--- src/rtl/pipelined_shifter_if.sv ---
// pipelined_shifter_if: handshake bundle for the pipelined barrel shifter.
//   in_vld/in_rdy/src/amt/op : operand side (master drives vld + payload)
//   out_vld/out_rdy/res      : result side (master drives out_rdy)
//   sticky                   : only with SHIFTER_STICKY_EN; OR of bits shifted
//                              out of the LSB for right shifts, aligned with res
interface pipelined_shifter_if #(
  parameter int WIDTH = 16,
  parameter int AMT_W = $clog2(WIDTH)
);
  logic             in_vld;
  logic             in_rdy;
  logic [WIDTH-1:0] src;
  logic [AMT_W-1:0] amt;
  logic [1:0]       op;
  logic             out_vld;
  logic             out_rdy;
  logic [WIDTH-1:0] res;
`ifdef SHIFTER_STICKY_EN
  logic             sticky;
`endif

  modport master (
    output in_vld, src, amt, op, out_rdy,
    input  in_rdy, out_vld, res
`ifdef SHIFTER_STICKY_EN
    , input sticky
`endif
  );

  modport slave (
    input  in_vld, src, amt, op, out_rdy,
    output in_rdy, out_vld, res
`ifdef SHIFTER_STICKY_EN
    , output sticky
`endif
  );
endinterface

--- src/rtl/pipelined_shifter.sv ---
// pipelined_shifter: elastic, fully pipelined barrel shifter.
//   WIDTH-bit operand, AMT_W = log2(WIDTH) registered stages; stage k applies
//   a 2^k shift when amt[k] is set. op: 00 lsr, 01 asr, 10 lsl, 11 ror.
// Ports:
//   clk, rst_n : clock, asynchronous active-low reset
//   bus        : pipelined_shifter_if.slave (in_vld/in_rdy/src/amt/op,
//                out_vld/out_rdy/res, plus sticky when enabled)
// Optional feature: define SHIFTER_STICKY_EN to add the sticky output and the
// per-stage sticky accumulators.

// One pipeline stage: a valid bit plus data/amt/op (and sticky) registers.
module shifter_stage #(
  parameter int WIDTH = 16,
  parameter int AMT_W = 4,
  parameter int K     = 0
) (
  input  logic             clk,
  input  logic             rst_n,
  input  logic             ld,
  input  logic             up_vld,
  input  logic [WIDTH-1:0] d_in,
  input  logic [AMT_W-1:0] amt_in,
  input  logic [1:0]       op_in,
  output logic             vld,
  output logic [WIDTH-1:0] d,
  output logic [AMT_W-1:0] amt,
  output logic [1:0]       op
`ifdef SHIFTER_STICKY_EN
  , input  logic           stk_in
  , output logic           stk
`endif
);
  localparam int S = 1 << K;

  logic [WIDTH-1:0] shifted;

  always_comb begin
    shifted = d_in;
    if (amt_in[K]) begin
      case (op_in)
        2'b00:   shifted = {{S{1'b0}}, d_in[WIDTH-1:S]};
        2'b01:   shifted = {{S{d_in[WIDTH-1]}}, d_in[WIDTH-1:S]};
        2'b10:   shifted = {d_in[WIDTH-1-S:0], {S{1'b0}}};
        default: shifted = {d_in[S-1:0], d_in[WIDTH-1:S]};
      endcase
    end
  end

  // Loading when empty or when downstream drains collapses bubbles; payload
  // is only captured for a real item so res holds its last value otherwise.
  always_ff @(posedge clk or negedge rst_n) begin
    if (!rst_n) begin
      vld <= 1'b0;
      d   <= '0;
      amt <= '0;
      op  <= '0;
    end else if (ld) begin
      vld <= up_vld;
      if (up_vld) begin
        d   <= shifted;
        amt <= amt_in;
        op  <= op_in;
      end
    end
  end

`ifdef SHIFTER_STICKY_EN
  // Bits falling off the LSB on a right shift are the low S bits of d_in.
  always_ff @(posedge clk or negedge rst_n) begin
    if (!rst_n)
      stk <= 1'b0;
    else if (ld && up_vld)
      stk <= stk_in | (amt_in[K] & ~op_in[1] & (|d_in[S-1:0]));
  end
`endif
endmodule

module pipelined_shifter #(
  parameter int WIDTH = 16
) (
  input logic               clk,
  input logic               rst_n,
  pipelined_shifter_if.slave bus
);
  localparam int AMT_W = $clog2(WIDTH);

  if (WIDTH < 4 || (WIDTH & (WIDTH - 1)) != 0) begin : g_bad_width
    $error("pipelined_shifter: WIDTH must be a power of 2 and >= 4");
  end

  // Index 0 is the input side; index k+1 is the output of stage k.
  logic [AMT_W:0]            vld_pipe;
  logic [AMT_W-1:0]          rdy_pipe;
  logic [AMT_W:0][WIDTH-1:0] dat_pipe;
  logic [AMT_W:0][AMT_W-1:0] amt_pipe;
  logic [AMT_W:0][1:0]       op_pipe;
`ifdef SHIFTER_STICKY_EN
  logic [AMT_W:0]            stk_pipe;
  assign stk_pipe[0] = 1'b0;
`endif

  assign vld_pipe[0] = bus.in_vld;
  assign dat_pipe[0] = bus.src;
  assign amt_pipe[0] = bus.amt;
  assign op_pipe[0]  = bus.op;

  // Ready ripples back from out_rdy: a stage accepts if it is empty or the
  // stage after it is accepting this cycle.
  always_comb begin
    logic r;
    r = bus.out_rdy;
    rdy_pipe = '0;
    for (int k = AMT_W - 1; k >= 0; k--) begin
      r = !vld_pipe[k+1] || r;
      rdy_pipe[k] = r;
    end
  end

  for (genvar k = 0; k < AMT_W; k++) begin : g_stage
    shifter_stage #(.WIDTH(WIDTH), .AMT_W(AMT_W), .K(k)) u_stage (
      .clk    (clk),
      .rst_n  (rst_n),
      .ld     (rdy_pipe[k]),
      .up_vld (vld_pipe[k]),
      .d_in   (dat_pipe[k]),
      .amt_in (amt_pipe[k]),
      .op_in  (op_pipe[k]),
      .vld    (vld_pipe[k+1]),
      .d      (dat_pipe[k+1]),
      .amt    (amt_pipe[k+1]),
      .op     (op_pipe[k+1])
`ifdef SHIFTER_STICKY_EN
      , .stk_in (stk_pipe[k])
      , .stk    (stk_pipe[k+1])
`endif
    );
  end

  // The last stage's control fields have no consumer.
  logic unused_tail;
  assign unused_tail = ^{amt_pipe[AMT_W], op_pipe[AMT_W]};

  assign bus.in_rdy  = rdy_pipe[0];
  assign bus.out_vld = vld_pipe[AMT_W];
  assign bus.res     = dat_pipe[AMT_W];
`ifdef SHIFTER_STICKY_EN
  assign bus.sticky  = stk_pipe[AMT_W];
`endif
endmodule

--- src/flat_wrapper.sv ---
// flat-port wrapper written by rule: the top's interface ports become plain ports
module pipelined_shifter_flat 
#(
  parameter int WIDTH = 16
)
  (clk, rst_n, bus_in_vld, bus_src, bus_amt, bus_op, bus_out_rdy, bus_in_rdy, bus_out_vld, bus_res);
  pipelined_shifter_if #(.WIDTH(WIDTH)) bus_i ();
  input logic clk;
  input logic rst_n;
  input wire logic [$bits(bus_i.in_vld)-1:0] bus_in_vld;
  input wire logic [$bits(bus_i.src)-1:0] bus_src;
  input wire logic [$bits(bus_i.amt)-1:0] bus_amt;
  input wire logic [$bits(bus_i.op)-1:0] bus_op;
  input wire logic [$bits(bus_i.out_rdy)-1:0] bus_out_rdy;
  output wire logic [$bits(bus_i.in_rdy)-1:0] bus_in_rdy;
  output wire logic [$bits(bus_i.out_vld)-1:0] bus_out_vld;
  output wire logic [$bits(bus_i.res)-1:0] bus_res;
  assign bus_i.in_vld = bus_in_vld;
  assign bus_i.src = bus_src;
  assign bus_i.amt = bus_amt;
  assign bus_i.op = bus_op;
  assign bus_i.out_rdy = bus_out_rdy;
  assign bus_in_rdy = bus_i.in_rdy;
  assign bus_out_vld = bus_i.out_vld;
  assign bus_res = bus_i.res;
  pipelined_shifter #(.WIDTH(WIDTH)) u_core (.clk(clk), .rst_n(rst_n), .bus(bus_i));
endmodule
--- config.mk ---
export PLATFORM = sky130hd
export DESIGN_NAME = pipelined_shifter_flat
export DESIGN_NICKNAME = d
export VERILOG_FILES = /design/src/rtl/pipelined_shifter_if.sv /design/src/rtl/pipelined_shifter.sv /design/src/flat_wrapper.sv
export SDC_FILE = /design/constraint.sdc
export NUM_CORES = 1
export LEC_CHECK = 0
export BUFFER_PORTS_ARGS = -buffer_cell sky130_fd_sc_hd__buf_4
export CAP_MARGIN = 20
export CORE_AREA = 2 2 95 97
export CTS_CLUSTER_SIZE = 40
export DETAILED_ROUTE_END_ITERATION = 8
export DIE_AREA = 0 0 97 99
export PLACE_DENSITY_LB_ADDON = 0.12
export SYNTH_ARGS = -nofsm -noshare
export SYNTH_HDL_FRONTEND = slang
export SYNTH_SLANG_ARGS = --single-unit
--- constraint.sdc ---
create_clock -name clk -period 1.7 [get_ports clk]
set_input_delay 0.085 -clock clk [delete_from_list [all_inputs] [get_ports clk]]
set_output_delay 0.085 -clock clk [all_outputs]
set_load 0.005 [all_outputs]
Yosys cells after proc, flatten, opt, wreduce, memory -nomap -nowiden:

Cells that the tools add are included.

* bits in registers: 86
* output and inout bits: 18

* equal/unequal tests: 8
* multiplexer cells: 8
* reduce and logical (&&, ||, !) cells: 16

Operators with widths (number)
* 16-bit case mux with 3 select lines: 4
* 16-bit two-way mux: 4
* 2-bit by 1-bit == test with 1-bit output, second input constant: 4
* 2-bit == test, second input constant: 4
* 2-bit logical NOT: 4
* 2-bit AND reduction: 4
* 1-bit logical NOT: 4
* 1-bit logical OR: 4

Logic depth before layout (Yosys ltp):

Gate-level depths: netlist of the first run.

* depth after elaboration: 6
* gate-level depth with buffers: 6
* depth with buffers taken out: 4

Modules after synthesis:

From an unflattened synthesis of the first run, not the netlist that was laid out.

* cell total of the unflattened synthesis: 466
* area, all modules: 4802.1 um^2

By module, submodules not included
* shifter_stage (u_core.g_stage[0].u_stage): times used 1, cells an instance 113, area each 1232.4 um^2, seq. area each 575.6 um^2
* shifter_stage (u_core.g_stage[1].u_stage): times used 1, cells an instance 115, area each 1213.7 um^2, seq. area each 575.6 um^2
* shifter_stage (u_core.g_stage[2].u_stage): times used 1, cells an instance 114, area each 1208.7 um^2, seq. area each 575.6 um^2
* shifter_stage (u_core.g_stage[3].u_stage): times used 1, cells an instance 119, area each 1114.8 um^2, seq. area each 575.6 um^2
* pipelined_shifter: times used 1, cells an instance 5, area each 32.5 um^2, seq. area each 0.0 um^2

Worst setup path after synthesis of the first run:

No wires, ideal clock.

* kind: reg2reg
* start: register u_core.g_stage[1].u_stage.vld
* end: register u_core.g_stage[0].u_stage.amt[1]
* setup time: 125 ps
* data arrival time: 1214 ps
* required time: 1575 ps
* slack: 362 ps
* cell stages (with the launch flop): 5
* path buffers: 1
* cells stage by stage: dfrtp_1 > nand4b_1 > o21ai_1 > buf_2 > mux2_2

* word-level cells in the longest chain between the ends: 4

Ends and longest elaborated chain
* from (decl): RTL line pipelined_shifter.sv:24 `output logic vld,`
* from (signal assigned): RTL line pipelined_shifter.sv:58 `vld <= up_vld;`
* 1-bit logical NOT: RTL line pipelined_shifter.sv:114 `r = !vld_pipe[k+1] || r;`
* 1-bit logical OR (2 in series): RTL line pipelined_shifter.sv:114
* 2-bit AND reduction (no line)
* to (signal assigned): RTL line pipelined_shifter.sv:61 `amt <= amt_in;`
* to (decl): RTL line pipelined_shifter.sv:26 `output logic [AMT_W-1:0] amt,`

No other way between the ends.
A chain may end at the register's enable or synchronous reset.

Final worst setup path of the first run:

* start: register u_core.g_stage[1].u_stage.vld
* end: output port bus_in_rdy

* word-level cells in the longest chain between the ends: 3

Ends and longest elaborated chain
* 1-bit logical NOT: RTL line pipelined_shifter.sv:114
* 1-bit logical OR (2 in series): RTL line pipelined_shifter.sv:114
* to (decl): RTL line flat_wrapper.sv:15 `output wire logic [$bits(bus_i.in_rdy)-1:0] bus_in_rdy;`

No other way between the ends.

==> key figures, run 1 <==
GRT
  • Vias in the first global route: 3,067
  • Largest net degree at the start of global routing: 54
  • Antenna violations before repair: 0
  • Total gr overflow: 0
  • First-pass GRT wire length: 14.4 mm
  • GRT Overall Usage: 18.4%

Power and ir drop
  • Peak VDD IR: 0.530 mV
  • Leak pwr: 2.30 nW
  • Power density cells: 1420 mW/mm^2
  • Total power: 6.92 mW

Drt
  • Via count: 3,253
  • Initial DRC Count: 61
  • Routed WL per cell: 13.4 um
  • Drt drc: 0
  • Routed Antenna Nets: 0
  • WL final: 8.13 mm
  • DR pass1 iterations: 4
  • Vias per cell: 5.35

Timing
  • Slew headroom: 66.2%
  • Max frequency: 640 MHz
  • Final Max Tran Viols: 0
  • Tcrit/Tclk final: 91.8%
  • Setup Skew: 7.84 ps
  • RSZ-0062 raised after global routing: no
  • Tmin final: 1560 ps
  • Final Hold Vio Count: 0
  • Tightest Pin Transition: 507 ps
  • Setup TNS: 0 ps
  • Fin Hold WS: 33.8 ps
  • Setup ws final: 139 ps
  • Setup violators final: 0

Min path
  • Worst min-delay path class: input pin to flop

Clocking
  • Num Clock Sinks: 80
  • Clock-pin transition on the worst setup and hold timing paths: 80 ps
  • Root buffer cell: clkbuf_8
  • Longest Clk Path Bufs: 2
  • # H-tree levels: 3
  • CTS tree: built
  • Buffers inserted by post-CTS timing repair: 0
  • Clock Latency Late Sink: 350 ps
  • Num CTS Buffers: 9

Logic synthesis
  • Top_reg_cell synth: dfrtp_1
  • Seq cells post-synth: 80
  • Distinct cells, synth: 31
  • Synthesized Nets: 496
  • EDFF count, synth: 0
  • Synthesized netlist cell count: 470
  • Mapped Avg Cell Area: 9.03 sq um
  • Netlist Area Pre-Place: 0.00425 sq mm
  • Synth async-reset ratio: 100%
  • Register area share after synthesis: 47.2%
  • Yosys warning count: 0

Placed design
  • Placed Cells: 585
  • RD Place Congestion: 0.874
  • Cell Area, Placed: 0.00457 sq mm
  • Dpl hpwl: 6.12 mm
  • IO Port Bufs: 43
  • Pre-CTS setup slack: 155 ps

Worst setup path
  • Crit. End Element: output port
  • Worst EP arrival: 1480 ps
  • Worst-path fanout max: 4
  • CP required: 1620 ps
  • Critical path launch point type: flop
  • Kind of critical path: flop to output port

Outcome
  • Status: completed

Final layout
  • Nets@finish: 521
  • Fin area: 0.00488 sq mm
  • Area grow syn2layout: 15.1%
  • ANT cells: 0
  • Share of layout cells above drive strength 1: 21.4%
  • Final Util: 57.1%
  • Most frequent cells in the layout: nand2_1, dfrtp_1, buf_4, nor2_1, o21ai_0
  • Commonest non-fill, non-tap cell in the layout: nand2_1
  • Number of filler instances in the final layout: 787
  • Non-Filler Instances: 608

Die
  • Die Width: 97 um
  • Ports: 44
  • Core area: 0.00855 sq mm
  • Initial core utilization: 49.6%
  • FP Rows: 34
  • Chip height: 99 um
  • Die area: 0.00960 sq mm

Flow run
  • Max-cap violation count: 0
==> critical path, stage by stage, from the launching register on <==
cell	delay (ps)
dfrtp_1	390
nand4b_1	240
or2_2	360
buf_4	140
==> cell usage after synthesis, drive strengths merged (2+ instances only) <==
master  instances  area share (%)
mux2i          13             3.1
a21o           20             3.5
a211oi         12             2.1
dfrtp          80              47
nor2b          17             2.5
buf            32             5.3
a311oi          8             1.7
nand2          97             8.6
nand2b          6            0.88
a21oi          12             1.4
o21ai          41             4.9
nor2           46             4.1
mux2           16             4.2
inv             4            0.35
clkbuf         18             1.6
a31oi          15             2.2
o31ai          12             2.1
a32oi           2            0.41
a31o           14             2.9
==> final cells by class <==
class | instances | area (sq um) | area share, %
Inverter | 4 | 15.0 | 0.307
Clock buffer | 9 | 124 | 2.54
Tap cell | 108 | 135 | 2.77
Multi-Input combinational cell | 336 | 1940 | 39.7
Timing Repair Buffer | 64 | 552 | 11.3
Sequential cell | 80 | 2000 | 41.0
Clock inverter | 7 | 120 | 2.46
==> where the power goes <==
part	switching [mW]	internal, mW	total (mW)
registers	0.550	2.52	3.07
logic	1.07	1.12	2.19
clock network	0.684	0.977	1.66
total	2.31	4.61	6.92
==> flip-flops by register name, summed over array words and instances, names as in the netlist <==
signal,cells
u_core.g_stage.u_stage.amt,6
u_core.g_stage.u_stage.vld,4
u_core.g_stage.u_stage.op,6
u_core.g_stage.u_stage.d,64
==> final timing paths <==
kind                                           startpoint                                to  slack, ps  depth (start not counted)
min in group asynchronous                           rst_n    u_core.g_stage[3].u_stage.d[5]        180                          2
max in group asynchronous                           rst_n    u_core.g_stage[0].u_stage.d[5]        930                          3
hold reg to reg            u_core.g_stage[3].u_stage.d[8]    u_core.g_stage[3].u_stage.d[8]        480                          2
hold / removal                                bus_src[15]   u_core.g_stage[0].u_stage.d[15]         30                          3
setup reg to reg            u_core.g_stage[1].u_stage.vld  u_core.g_stage[1].u_stage.amt[2]        200                          3
setup / recovery            u_core.g_stage[1].u_stage.vld                        bus_in_rdy        140                          3
==> layer usage <==
metal	global-route usage [%]	vias up	wire, um
met5	0	-	0
met2	31.6	67	3950
met4	9.32	0	216
met3	2.98	17	264
li1	-	1679	-
met1	22.4	1490	3700
==> cells by family after synthesis <==
logic type | synth area share, %
DFF | 47.2
muxes | 7.31
and+or+nand+nor | 16.6
AOI/OAI and AO/OA | 21.6
buffers and inverters | 7.31
==> what timing repair did <==
| item | 4_1_cts | 5_1_grt |
|---|---|---|
| setup endpoints to repair | 0 | 3 |
| hold buffers | 7 | 0 |
| gates resized for setup | 0 | 1 |
| hold endpoints to repair | 33 | 0 |
No activity file was read; power rests on OpenSTA's default activity.
==> run 2, diff against run 1 <==
BUFFER_PORTS_ARGS = default   (was -buffer_cell sky130_fd_sc_hd__buf_4)
DONT_BUFFER_PORTS = 1   (was default)
==> run 2 against run 1 <==
The flow now finishes with violations (hold timing); clock power shrank 21%; largest cell class unchanged; sequential power is 1% higher; cell count is 4.4% lower; critical endpoint is now u_core.g_stage[1].u_stage.d[3]; non-clock buffer count fell by 27; global-route usage grew 0.35 points; register-to-register slack gained 50 ps.
==> key figures, run 2 (synthesis gave the netlist of run 1 again) <==
Drt
  • Routed WL per cell: 14.3 um (+7.0%)
  • Drt drc: 0 (unchanged)
  • Initial DRC Count: 68 (+11%)
  • Via count: 3,145 (-3.3%)
  • Routed Antenna Nets: 0 (unchanged)
  • WL final: 8.31 mm (+2.2%)
  • DR pass1 iterations: 4 (unchanged)
  • Vias per cell: 5.41 (+1.2%)

Timing
  • Tightest Pin Transition: 693 ps (+186 ps)
  • Slew headroom: 53.8% (-12 points)
  • Final Hold Vio Count: 80 (+80)
  • Final Max Tran Viols: 0 (unchanged)
  • RSZ-0062 raised after global routing: no
  • Setup violators final: 0 (unchanged)
  • Setup TNS: 0 ps (unchanged)
  • Setup Skew: 13.7 ps (+5.81 ps)
  • Tmin final: 1450 ps (-110 ps)
  • Fin Hold WS: -573 ps (-607 ps)
  • Max frequency: 689 MHz (+7.6%)
  • Tcrit/Tclk final: 85.4% (-6.5 points)

Worst setup path
  • Worst Setup EP: u_core.g_stage[1].u_stage.d[3]
  • RR Startpoint: u_core.g_stage[0].u_stage.op[0]
  • Worst EP arrival: 1690 ps (+210 ps)
  • Crit. End Element: flop
  • Worst-path fanout max: 14 (+10)
  • FF-to-FF End: u_core.g_stage[1].u_stage.d[3]
  • Register-to-Register Path Depth: 5 (+2)
  • Critical path launch point type: flop
  • FF-to-FF setup slack: 250 ps (+50 ps)
  • CP required: 1940 ps (+320 ps)
  • Worst setup path start: u_core.g_stage[0].u_stage.op[0]
  • Kind of critical path: flop to flop

Final layout
  • Nets@finish: 494 (-5.2%)
  • Final Util: 54.4% (-2.8 points)
  • ANT cells: 0 (unchanged)
  • Largest regs: u_core.g_stage.u_stage.d (64), u_core.g_stage.u_stage.amt (6), u_core.g_stage.u_stage.op (6)
  • Max FFs per register: 64 (unchanged)
  • Share of layout cells above drive strength 1: 14.2% (-7.2 points)
  • Number of filler instances in the final layout: 764 (-2.9%)
  • Area grow syn2layout: 9.52%
  • Top reg by flops: u_core.g_stage.u_stage.d
  • Commonest non-fill, non-tap cell in the layout: nand2_1
  • Most frequent cells in the layout: nand2_1, dfrtp_1, nor2_1, o21ai_0, a21o_1

Die
  • Initial core utilization: 49.6% (unchanged)
  • Core area: 0.00855 sq mm (unchanged)
  • Die Width: 97 um (unchanged)
  • FP Rows: 34 (unchanged)
  • Ports: 44 (unchanged)
  • Die area: 0.00960 sq mm (unchanged)
  • Chip height: 99 um (unchanged)

Placed design
  • IO Port Bufs: 0 (-100%)
  • Dpl hpwl: 5.98 mm (-2.3%)
  • RD Place Congestion: 0.826 (-5.5%)

Power and ir drop
  • Power density cells: 1360 mW/mm^2 (-4.0%)
  • Peak VDD IR: 0.455 mV (-14%)
  • Leak pwr: 2.13 nW (-7.3%)
  • Total power: 6.32 mW (-8.7%)

GRT
  • First-pass GRT wire length: 14.9 mm (+3.3%)
  • Vias in the first global route: 3,175 (+3.5%)
  • Largest net degree at the start of global routing: 81 (+50%)
  • Antenna violations before repair: 0 (unchanged)
  • GRT Overall Usage: 18.7% (+0.35 points)
  • Total gr overflow: 0 (unchanged)

Clocking
  • Num Clock Sinks: 80 (unchanged)
  • Longest Clk Path Bufs: 2 (unchanged)
  • Hold-fix buffers at CTS: 20 (+13)
  • # H-tree levels: 3 (unchanged)
  • Clock Latency Late Sink: 350 ps (about the same)
  • Root buffer cell: clkbuf_8
  • Num CTS Buffers: 9 (unchanged)
  • Clock-pin transition on the worst setup and hold timing paths: 90 ps (about the same)
  • CTS tree: built

Flow run
  • Max-cap violation count: 0 (unchanged)

Outcome
  • Failing checks: hold timing
  • Status: finished, violations left

Min path
  • Worst min-delay path class: input pin to async pin
## run 2: where the power goes
| group | internal [mW] | switching, mW | leakage (nW) | total [mW] |
|---|---|---|---|---|
| sequential | 2.52 | 0.589 | 0.981 | 3.11 |
| combinational | 0.942 | 0.961 | 1.06 | 1.90 |
| clock | 0.617 | 0.693 | 0.0917 | 1.31 |
| total | 4.08 | 2.24 | 2.13 | 6.32 |
## run 2: what timing repair did
item                       CTS  global route
gates resized for setup      0             1
setup buffers                0             0
setup endpoints to repair    0             1
hold endpoints to repair   103            80
## run 2: how the worst min path moves through the flow
stage	start	endpoint	slack [ps]	cells after the start
2_1_floorplan	rst_n	u_core.g_stage[0].u_stage.amt[1]	-210	0
3_3_place_gp	rst_n	u_core.g_stage[3].u_stage.d[5]	-210	0
3_5_place_dp	rst_n	u_core.g_stage[3].u_stage.d[5]	-210	0
4_1_cts	rst_n	u_core.g_stage[1].u_stage.vld	-590	0
5_1_grt	rst_n	u_core.g_stage[3].u_stage.d[13]	-590	0
6_report	rst_n	u_core.g_stage[3].u_stage.d[3]	-570	0
## run 2: worst max-delay path, stage by stage (launching register included)
cell      delay [ps]
dfrtp_1          460
nand2b_1         130
buf_4            240
mux2i_1          240
a211oi_1         110
a21o_1           170
## run 2: area by class of cell
| class | count | area (sq um) | area share [%] |
|---|---|---|---|
| inverters | 4 | 15.0 | 0.323 |
| clock buffers | 11 | 151 | 3.26 |
| flip-flops and latches | 80 | 2000 | 43.1 |
| clock inverters | 5 | 41.3 | 0.888 |
| repair buffers | 37 | 368 | 7.91 |
| multi-input cells | 336 | 1940 | 41.7 |
| well taps | 108 | 135 | 2.91 |
## run 2: per-stage QoR
stage / cell area [sq um] / hold WS, ps / worst slack (ps) / std cells
after floorplan: 4250 / -211 / 362 / 470
after CTS: 4650 / -594 / 30.5 / 581
after global placement: 4250 / -208 / 287 / 545
after global routing: 4650 / -591 / 101 / 581
final: 4650 / -573 / 248 / 581
after detailed placement: 4250 / -208 / 238 / 545
## run 2: metal layers
| layer | track usage [%] | part of all wire (%) | routed length [um] | vias up |
|---|---|---|---|---|
| met5 | 0 | 0 | 0 | - |
| met4 | 5.85 | 1.0 | 85 | 0 |
| met3 | 2.55 | 2.5 | 210 | 7 |
| met2 | 34.9 | 51 | 4260 | 51 |
| met1 | 22.4 | 45 | 3750 | 1471 |
| li1 | - | - | - | 1616 |
==> run 3, diff against run 2 <==
ABC_AREA = 1   (was default)
CORE_AREA = 2 2 99 101   (was 2 2 95 97)
DIE_AREA = 0 0 101 103   (was 0 0 97 99)
SLEW_MARGIN = 20   (was default)
==> run 3 against run 2 <==
The run still ends with hold timing left; routed wire length increased by 26%; largest power group unchanged; clock power increased by 11%; total power increased by 14%; via count increased by 25%; global-route usage increased by 3.4 points; count of clock-buffer cells in the layout unchanged; sequential cell count unchanged; first-iteration DRC count increased to 2.9 times the previous value; sequential share of layout area decreased by 2.4 points; non-clock buffer count decreased by 8.
==> key figures, run 3 <==
Power and ir drop
  • Total power: 7.24 mW (+14%)
  • Peak VDD IR: 0.512 mV (+13%)
  • Power density cells: 1470 mW/mm^2 (+8.0%)
  • Leak pwr: 2.65 nW (+24%)

Clocking
  • Num Clock Sinks: 80 (unchanged)
  • Clock Latency Late Sink: 350 ps (about the same)
  • # H-tree levels: 3 (unchanged)
  • CTS tree: built
  • Clock-pin transition on the worst setup and hold timing paths: 90 ps (about the same)
  • Hold-fix buffers at CTS: 23 (+15%)
  • Buffers inserted by post-CTS timing repair: 0 (unchanged)
  • Root buffer cell: clkbuf_8
  • Num CTS Buffers: 9 (unchanged)
  • Longest Clk Path Bufs: 2 (unchanged)

GRT
  • GRT Overall Usage: 22.1% (+3.4 points)
  • First-pass GRT wire length: 18.1 mm (+21%)
  • Antenna violations before repair: 0 (unchanged)
  • Total gr overflow: 0 (unchanged)
  • Vias in the first global route: 3,854 (+21%)
  • Largest net degree at the start of global routing: 81 (unchanged)

Logic synthesis
  • Synthesized netlist cell count: 663 (+41%)
  • Area contributors post-synth: dfrtp_1, nand2_1, inv_1
  • Commonest cells in the netlist: nand2_1, dfrtp_1, inv_1
  • Synth async-reset ratio: 100% (unchanged)
  • Synth top area share: 43.5% (-3.7 points)
  • Netlist Area Pre-Place: 0.00461 sq mm (+8.5%)
  • Distinct cells, synth: 23 (-26%)
  • Yosys warning count: 0 (unchanged)
  • Register area share after synthesis: 43.5% (-3.7 points)
  • Count leader, synth: nand2_1
  • EDFF count, synth: 0 (unchanged)
  • Mapped Avg Cell Area: 6.95 sq um (-23%)
  • Largest area contributor in the netlist: dfrtp_1
  • Top_reg_cell synth: dfrtp_1
  • Seq cells post-synth: 80 (unchanged)
  • Synthesized Nets: 689 (+39%)

Timing
  • Tcrit/Tclk final: 91.7% (+6.3 points)
  • Tmin final: 1560 ps (+107 ps)
  • Final Max Tran Viols: 0 (unchanged)
  • Tightest Pin Transition: 471 ps (-222 ps)
  • Final Hold Vio Count: 80 (unchanged)
  • Max frequency: 642 MHz (-6.9%)
  • Setup TNS: 0 ps (unchanged)
  • Setup violators final: 0 (unchanged)
  • Slew headroom: 68.5% (+15 points)
  • Fin Hold WS: -582 ps (-8.19 ps)
  • RSZ-0062 raised after global routing: no
  • Setup Skew: 9.25 ps (-4.41 ps)

Final layout
  • Commonest non-fill, non-tap cell in the layout: nand2_1
  • Fin area: 0.00493 sq mm (+5.9%)
  • Largest regs: u_core.g_stage.u_stage.d (64), u_core.g_stage.u_stage.amt (6), u_core.g_stage.u_stage.op (6)
  • Nets@finish: 685 (+39%)
  • Final Util: 52.1% (-2.3 points)
  • Share of layout cells above drive strength 1: 6.78% (-7.4 points)
  • Max FFs per register: 64 (unchanged)
  • Number of filler instances in the final layout: 961 (+26%)
  • ANT cells: 0 (unchanged)
  • Top reg by flops: u_core.g_stage.u_stage.d
  • Area grow syn2layout: 6.93%
  • Most frequent cells in the layout: nand2_1, dfrtp_1, inv_1, nand3_1, nor2_1

Worst setup path
  • Crit. End Element: flop
  • Register-to-Register Path Depth: 7 (+2)
  • Critical path launch point type: input pin
  • Worst EP arrival: 1810 ps (+120 ps)
  • FF-to-FF End: u_core.g_stage[0].u_stage.d[6]
  • Worst-path fanout max: 13 (-1)
  • CP required: 1950 ps (about the same)
  • Kind of critical path: input pin to flop
  • RR Startpoint: u_core.g_stage[3].u_stage.vld
  • FF-to-FF setup slack: 290 ps (+40 ps)

Flow run
  • Max-cap violation count: 0 (unchanged)

Placed design
  • Dpl hpwl: 7.51 mm (+26%)
  • RD Place Congestion: 0.862 (+4.3%)
  • Cell Area, Placed: 0.00449 sq mm (+5.5%)
  • IO Port Bufs: 0 (unchanged)

Drt
  • Vias per cell: 5.04 (-6.9%)
  • Initial DRC Count: 195 (+190%)
  • DR pass1 iterations: 5 (+1)
  • WL final: 10.5 mm (+26%)
  • Via count: 3,922 (+25%)
  • Routed WL per cell: 13.5 um (-5.8%)
  • Drt drc: 0 (unchanged)
  • Routed Antenna Nets: 0 (unchanged)

Min path
  • Worst min-delay path class: input pin to async pin

Die
  • FP Rows: 36 (+5.9%)
  • Die area: 0.0104 sq mm (+8.3%)
  • Initial core utilization: 48.7% (-0.95 points)
  • Core area: 0.00946 sq mm (+11%)
  • Chip height: 103 um (+4.0%)
  • Ports: 44 (unchanged)
  • Die Width: 101 um (+4.1%)

Outcome
  • Status: finished, violations left
  • Failing checks: hold timing
## run 3: cell type report
type	count	area, sq um	area share [%]
Clock buffer	11	151	3.07
Clock inverter	5	55.1	1.12
Inverter	83	314	6.38
Multi-Input combinational cell	456	1990	40.3
Sequential cell	80	2000	40.6
Tap cell	114	143	2.90
Timing Repair Buffer	29	275	5.59
## run 3: cells by family (layout without fill, tap and decap cells)
logic type	Yosys count	in the layout	share of synthesized area [%]
and+or+nand+nor	378	378	33.5
buffers and inverters	127	128	13.4
DFF	80	80	43.5
AOI/OAI and AO/OA	78	78	9.59
## run 3: how the worst max path moves through the flow
stage | start | endpoint | slack (ps) | cells after the start
final | bus_op[1] | u_core.g_stage[0].u_stage.d[14] | 140 | 9
after global routing | bus_op[1] | u_core.g_stage[0].u_stage.d[14] | 100 | 9
after CTS | bus_op[1] | u_core.g_stage[0].u_stage.d[14] | 160 | 9
after detailed placement | u_core.g_stage[3].u_stage.vld | u_core.g_stage[0].u_stage.d[6] | 300 | 7
after global placement | u_core.g_stage[3].u_stage.vld | u_core.g_stage[0].u_stage.d[6] | 310 | 7
after floorplan | u_core.g_stage[3].u_stage.vld | u_core.g_stage[2].u_stage.d[0] | 540 | 8
## run 3: worst max-delay path, stage by stage
cell and delay (ps):
dlygate4sd3_1 540, inv_2 60, nor2_4 250, nand2_1 80
nand3_1 70, nand2_1 50, dlygate4sd3_1 560, nand2_1 70
nand2_1 40
## run 3: through the flow
| step | worst slack (ps) | cells |
|---|---|---|
| after floorplan | 544 | 663 |
| after global placement | 307 | 739 |
| after detailed placement | 302 | 739 |
| after CTS | 159 | 778 |
| after global routing | 102 | 778 |
| final | 141 | 778 |
## run 3: where the power goes
part | switching, mW | internal, mW
logic | 1.79 | 0.922
registers | 0.488 | 2.59
clock network | 0.693 | 0.754
## run 3: routing by layer
metal	part of all wire, %	up-vias	global-route usage [%]	wire length (um)
li1	-	2020	-	-
met1	43	1815	25.7	4460
met2	53	77	41.5	5580
met5	0	-	0	0
met3	3.2	10	4.54	335
met4	0.94	0	5.82	99
## run 3: timing repair
| item | CTS | global route |
|---|---|---|
| setup endpoints to repair | 0 | 0 |
| gates resized for setup | 0 | 0 |
| hold endpoints to repair | 102 | 80 |
